File: src/rtl/user_au_pkg.sv
// Shared types and helpers for the user audio-domain effect stages.
package user_au_pkg;

  localparam int SampleWidth = 16;
  localparam logic [3:0] ShiftOff = 4'd15;

  typedef enum logic [1:0] {
    IDLE = 2'd0,
    CALC = 2'd1,
    OUT  = 2'd2
  } echo_state_e;

  function automatic logic signed [SampleWidth-1:0] sat16(input logic signed [31:0] v);
    if (v > 32'sd32767) begin
      return 16'sh7fff;
    end else if (v < -32'sd32768) begin
      return 16'sh8000;
    end else begin
      return v[SampleWidth-1:0];
    end
  endfunction

endpackage

File: src/rtl/user_au_delay_line.sv
// Circular sample buffer: combinational read D samples behind wptr, write+advance on wr_en_i.
// Latency: read 0 cycles, write lands at the next edge; no backpressure (caller paces writes).
module user_au_delay_line
  import user_au_pkg::*;
#(
  parameter int Depth = 64
) (
  input  logic                          clk_i,
  input  logic                          rst_i,
  input  logic [$clog2(Depth)-1:0]      delay_len_i,
  output logic signed [SampleWidth-1:0] rd_data_o,
  input  logic                          wr_en_i,
  input  logic signed [SampleWidth-1:0] wr_data_i
);

  localparam int AW = $clog2(Depth);

  logic signed [SampleWidth-1:0] mem_q [Depth];
  logic [AW-1:0]                 wptr_q;
  logic [AW-1:0]                 delay_eff;
  logic [AW-1:0]                 rd_addr;

  // A zero delay would read the slot being overwritten; treat it as one sample.
  assign delay_eff = (delay_len_i == '0) ? AW'(1) : delay_len_i;
  assign rd_addr   = wptr_q - delay_eff;
  assign rd_data_o = mem_q[rd_addr];

  always_ff @(posedge clk_i or posedge rst_i) begin
    if (rst_i) begin
      for (int i = 0; i < Depth; i++) begin
        mem_q[i] <= '0;
      end
      wptr_q <= '0;
    end else if (wr_en_i) begin
      mem_q[wptr_q] <= wr_data_i;
      wptr_q        <= wptr_q + AW'(1);
    end
  end

endmodule

File: src/rtl/user_au_echo.sv
// Echo/feedback-delay stage: y = x + (delayed >>> mix), buffer gets x + (delayed >>> fb).
// Latency: 2 cycles accept-to-valid; one sample in flight, output held until ready_i.
module user_au_echo
  import user_au_pkg::*;
#(
  parameter int Depth = 64
) (
  input  logic                     clk_i,
  input  logic                     rst_i,
  input  logic [31:0]              data_i,
  input  logic                     valid_i,
  output logic                     ready_o,
  output logic [31:0]              data_o,
  output logic                     valid_o,
  input  logic                     ready_i,
  input  logic [$clog2(Depth)-1:0] delay_len_i,
  input  logic [3:0]               mix_shift_i,
  input  logic [3:0]               fb_shift_i,
  input  logic                     bypass_i
);

  echo_state_e state_q, state_d;

  logic signed [SampleWidth-1:0] x_q;
  logic signed [SampleWidth-1:0] y_q;
  logic                          ready_q;

  logic signed [SampleWidth-1:0] delayed;
  logic signed [SampleWidth-1:0] wet;
  logic signed [SampleWidth-1:0] fb;
  logic signed [SampleWidth:0]   sum_wet;
  logic signed [SampleWidth:0]   sum_fb;
  logic signed [SampleWidth-1:0] y_calc;
  logic signed [SampleWidth-1:0] wr_data;
  logic                          accept;

  assign accept = ready_q && valid_i;

  user_au_delay_line #(
    .Depth(Depth)
  ) u_delay_line (
    .clk_i      (clk_i),
    .rst_i      (rst_i),
    .delay_len_i(delay_len_i),
    .rd_data_o  (delayed),
    .wr_en_i    (state_q == CALC),
    .wr_data_i  (wr_data)
  );

  always_comb begin
    wet = '0;
    fb  = '0;
    if (mix_shift_i != ShiftOff) begin
      wet = delayed >>> mix_shift_i;
    end
    if (fb_shift_i != ShiftOff) begin
      fb = delayed >>> fb_shift_i;
    end
    sum_wet = {x_q[SampleWidth-1], x_q} + {wet[SampleWidth-1], wet};
    sum_fb  = {x_q[SampleWidth-1], x_q} + {fb[SampleWidth-1], fb};
    y_calc  = bypass_i ? x_q : sat16(32'(sum_wet));
    wr_data = bypass_i ? x_q : sat16(32'(sum_fb));
  end

  always_ff @(posedge clk_i or posedge rst_i) begin
    if (rst_i) begin
      state_q <= IDLE;
    end else begin
      state_q <= state_d;
    end
  end

  always_comb begin
    state_d = state_q;
    case (state_q)
      IDLE:    if (accept) state_d = CALC;
      CALC:    state_d = OUT;
      OUT:     if (ready_i) state_d = IDLE;
      default: state_d = IDLE;
    endcase
  end

  // ready is registered so it stays low through reset and has no input-to-output path.
  always_ff @(posedge clk_i or posedge rst_i) begin
    if (rst_i) begin
      ready_q <= 1'b0;
      x_q     <= '0;
      y_q     <= '0;
    end else begin
      ready_q <= (state_d == IDLE);
      if (state_q == IDLE && accept) begin
        x_q <= sat16($signed(data_i));
      end
      if (state_q == CALC) begin
        y_q <= y_calc;
      end
    end
  end

  assign ready_o = ready_q;
  assign valid_o = (state_q == OUT);
  assign data_o  = {{16{y_q[SampleWidth-1]}}, y_q};

endmodule

File: config.mk
export PLATFORM = sky130hd
export DESIGN_NAME = user_au_echo
export DESIGN_NICKNAME = d
export VERILOG_FILES = /design/src/rtl/user_au_pkg.sv /design/src/rtl/user_au_delay_line.sv /design/src/rtl/user_au_echo.sv
export SDC_FILE = /design/constraint.sdc
export NUM_CORES = 2
export LEC_CHECK = 0
export ABC_AREA = 0
export ABC_CLOCK_PERIOD_IN_PS = 80700
export CAP_MARGIN = 15
export CORE_MARGIN = 2
export CORE_UTILIZATION = 62
export CTS_CLUSTER_DIAMETER = 200
export DETAILED_ROUTE_END_ITERATION = 6
export PLACE_DENSITY_LB_ADDON = 0.25
export SYNTH_ARGS = -nofsm -noshare
export SYNTH_HDL_FRONTEND = slang
export SYNTH_SLANG_ARGS = --single-unit
File: constraint.sdc
create_clock -name clk_i -period 80.7 [get_ports clk_i]
set_clock_uncertainty 0.2 [all_clocks]
set_input_delay 24.21 -clock clk_i [delete_from_list [all_inputs] [get_ports clk_i]]
set_output_delay 24.21 -clock clk_i [all_outputs]
set_load 0.1 [all_outputs]
==> summary.md <==
| Metric | Value |
|---|---|
| Peak Freq | 28.9 MHz |
| Reg2reg start | u_delay_line.wptr_q[0] |
| Most frequent cells in the layout | 1,216 x nand2_1, 1,065 x dfrtp_1, 957 x o21ai_0 |
| CTS max path bufs | 3 |
| R2R setup slack | 69,330 ps |
| Headroom to the max-slew limit | 19.1% |
| Post-cts resize count | 0 |
| Total track usage | 34.2% |
| CTS root buffer | clkbuf_16 |
| IO Pins | 85 |
| Final hold vios | 0 |
| Hold Crit Class | reg2reg |
| Cell taking the most area after synthesis | dfrtp_1 |
| Pre-CTS WS | 45,330 ps |
| P_int | 1.30 mW |
| Vias/cell | 6.59 |
| R2R cell count | 25 |
| # hold bufs at CTS | 0 |
| Post-route DRC | 3 |
| Nature of the critical path endpoint | flop |
| Commonest non-fill, non-tap cell in the layout | nand2_1 |
| GP Congestion | 0.994 |
| Overflow after GRT | 0 |
| Net Sw Frac | 49.2% |
| Yosys warnings | 0 |
| Slew Viols, Final | 0 |
| Core area | 80,700 um2 |
| Port bufs | 84 |
| Crit path from | delay_len_i[1] |
| Final Setup Violations | 0 |
| Hold wc startpoint | u_delay_line.mem_q[941] |
| Comb power frac | 53.8% |
| Clk_lat worst skew | 700 ps |
| Cells after Synth | 4,782 |
| Ys flop type | dfrtp_1 |
| Status | complete, but fails checks |
| Die height | 290 um |
| CTS tree | done |
| Post-synth top area share | 52.7% |
| DR pass1 iterations | 7 |
| Post-synth EDFFs | 0 |
| Sw Pwr | 1.26 mW |
| WL per Instance | 24.4 um |
| Worst hold slack | 271 ps |
| Critical path arrival | 35,000 ps |
| H-tree depth | 3 |
| Critical path's slowest cell | buf_4 |
| Largest net degree at the start of global routing | 174 |
| Core Rows | 104 |
| Crit path time final | 34,650 ps |
| Leak | 24.8 nW |
| Num CTS Buffers | 106 |
| Setup CP Type | in2reg |
| Final period utilization | 42.9% |
| Post-CTS setup buffers | 0 |
| Setup total negative slack | 0 ps |
| DIE AREA | 83,900 um2 |
| Ys async rst share | 100% |
| CP Buf/Inv Count | 7 |
| Sequential power share | 25.4% |
| Clock power share | 20.8% |
| Initial antenna violation count | 3 |
| Post-DP HPWL | 84.4 mm |
| Syn_area_per_cell | 10.6 um2 |
| Req. time, crit path | 81,050 ps |
| First-pass GRT wire length | 219 mm |
| Vias | 38.0k |
| Setup WS post-layout | 46,060 ps |
| CP max stage delay | 840 ps |
| Die X-Extent | 290 um |
| Share of layout cells above drive strength 1 | 13.7% |
| CTS sink cnt | 1,065 |
| Initial core utilization | 62.7% |
| Vias in the first global route | 37.1k |
| Initial drt markers | 4,634 |
| Max IR drop VDD | 0.100 mV |
| Cell Area, Synth | 50,600 um2 |
| Syn Nets | 4,874 |
| CP most frequent cell | buf_4 |
| Clock-pin slew on the worst setup and hold paths | 60 ps |
| CP Depth | 26 |
| Fillers | 5,681 |
| Pin slew with the least headroom to its limit | 1210 ps |
| ANT nets after route | 0 |
| Register area share after synthesis | 52.7% |
| Worst r2r dst | u_delay_line.mem_q[977] |
| Largest delay share family, worst path | compound AO/OA/AOI/OAI gates |
| Crit path max fanout | 93 |
| Yosys cell types | 83 |
| Layout net count | 4,713 |
| Crit path launch type | input pin |
| Layout Area Growth over Synthesis | 10.8% |
| Pwr Density | 45.7 nW/um2 |
| Final wirelength | 141 mm |
| Synth top area cells | dfrtp_1 53%, mux4_2 14%, o21ai_0 9.5% |
| Max-cap violations | 0 |
| #FFs+latches synth | 1,065 |
| Worst setup endpoint | u_delay_line.mem_q[977] |
| Failing checks | DRC |
| RSZ-0062 raised after global routing | no |
logic make-up after synthesis:
family / after synthesis / synth area share (%)
muxes: 367 / 15.1
adders and majority gates: 42 / 1.08
AOI/OAI and AO/OA: 1333 / 15.0
xor gates and xnor gates: 37 / 0.640
and+or+nand+nor: 1452 / 11.5
DFF: 1065 / 52.7
buffers and inverters: 486 / 4.10
power groups by stage:
stage               Sequential [mW]  Combinational, mW  Clock (mW)
floorplan                     0.675              0.880           0
global placement              0.656               1.33           0
detailed placement            0.659               1.34           0
CTS                           0.650               1.35       0.535
global route                  0.660               1.46       0.560
finish                        0.652               1.38       0.533
flip-flops by register name (all words and copies together), names as in the netlist:
name / count
y_q: 16
x_q: 16
u_delay_line.mem_q: 1024
ready_o: 1
state_q: 2
u_delay_line.wptr_q: 6
through the flow:
step                      utilization, %  instances  total power, mW  instance area, um2
after floorplan                        -       4782             1.55               50600
after global placement              64.2       5555             1.99               51800
after detailed placement            64.2       5555             2.00               51800
after CTS                           68.9       5752             2.53               55600
after global routing                69.5       5770             2.68               56100
final                               69.5       5771             2.56               56100
how the worst min path moves through the flow:
stage	to	slack, ps	cells past startpoint
after floorplan	u_delay_line.mem_q[1003]	240	2
after global placement	u_delay_line.mem_q[381]	250	2
after detailed placement	u_delay_line.mem_q[941]	260	2
after CTS	u_delay_line.mem_q[941]	270	2
after global routing	u_delay_line.mem_q[49]	290	2
final	u_delay_line.mem_q[941]	270	2
worst min-delay path, cell delays in order, from the launching register on:
cell     delay [ps]
dfrtp_1         340
nand2_1          50
o31ai_1          50
per-layer routing:
layer | global-route usage [%] | wire, um
met1 | 48.7 | 56600
met2 | 51.9 | 63700
met3 | 8.63 | 15100
met4 | 12.7 | 5130
met5 | 0 | 12
cells in the mapped netlist, types with 6 or more instances:
library cell / count
o221ai_1: 8
o211ai_1: 18
o21ai_1: 8
a22oi_1: 23
o21ai_0: 957
dfrtp_1: 1065
and2_1: 16
nand2b_1: 11
a211oi_1: 9
a21o_1: 16
ha_1: 38
o32a_1: 8
or3_1: 7
o21a_1: 9
o31a_1: 7
o21bai_1: 8
nand3_1: 19
nor2b_1: 8
buf_4: 28
nand4_1: 36
mux2i_1: 48
buf_6: 13
a21oi_1: 54
clkbuf_1: 371
o31ai_1: 133
buf_2: 38
buf_1: 6
a31oi_1: 6
nor2_1: 84
xor2_1: 9
mux4_2: 315
o22ai_1: 9
inv_1: 26
nand2_1: 1216
nor3_1: 26
nor4_1: 7
xnor2_1: 28
area by class of cell:
cell class	count	area (um2)	area share [%]
Clock buffer	151	3100	5.53
Clock inverter	46	726	1.29
Inverter	30	120	0.214
Sequential cell	1065	26700	47.5
Tap cell	1060	1330	2.37
Antenna cell	1	2.50	0.00446
Multi-Input combinational cell	3231	22200	39.5
Timing Repair Buffer	187	1990	3.54
No activity file was read; power rests on OpenSTA's default activity.
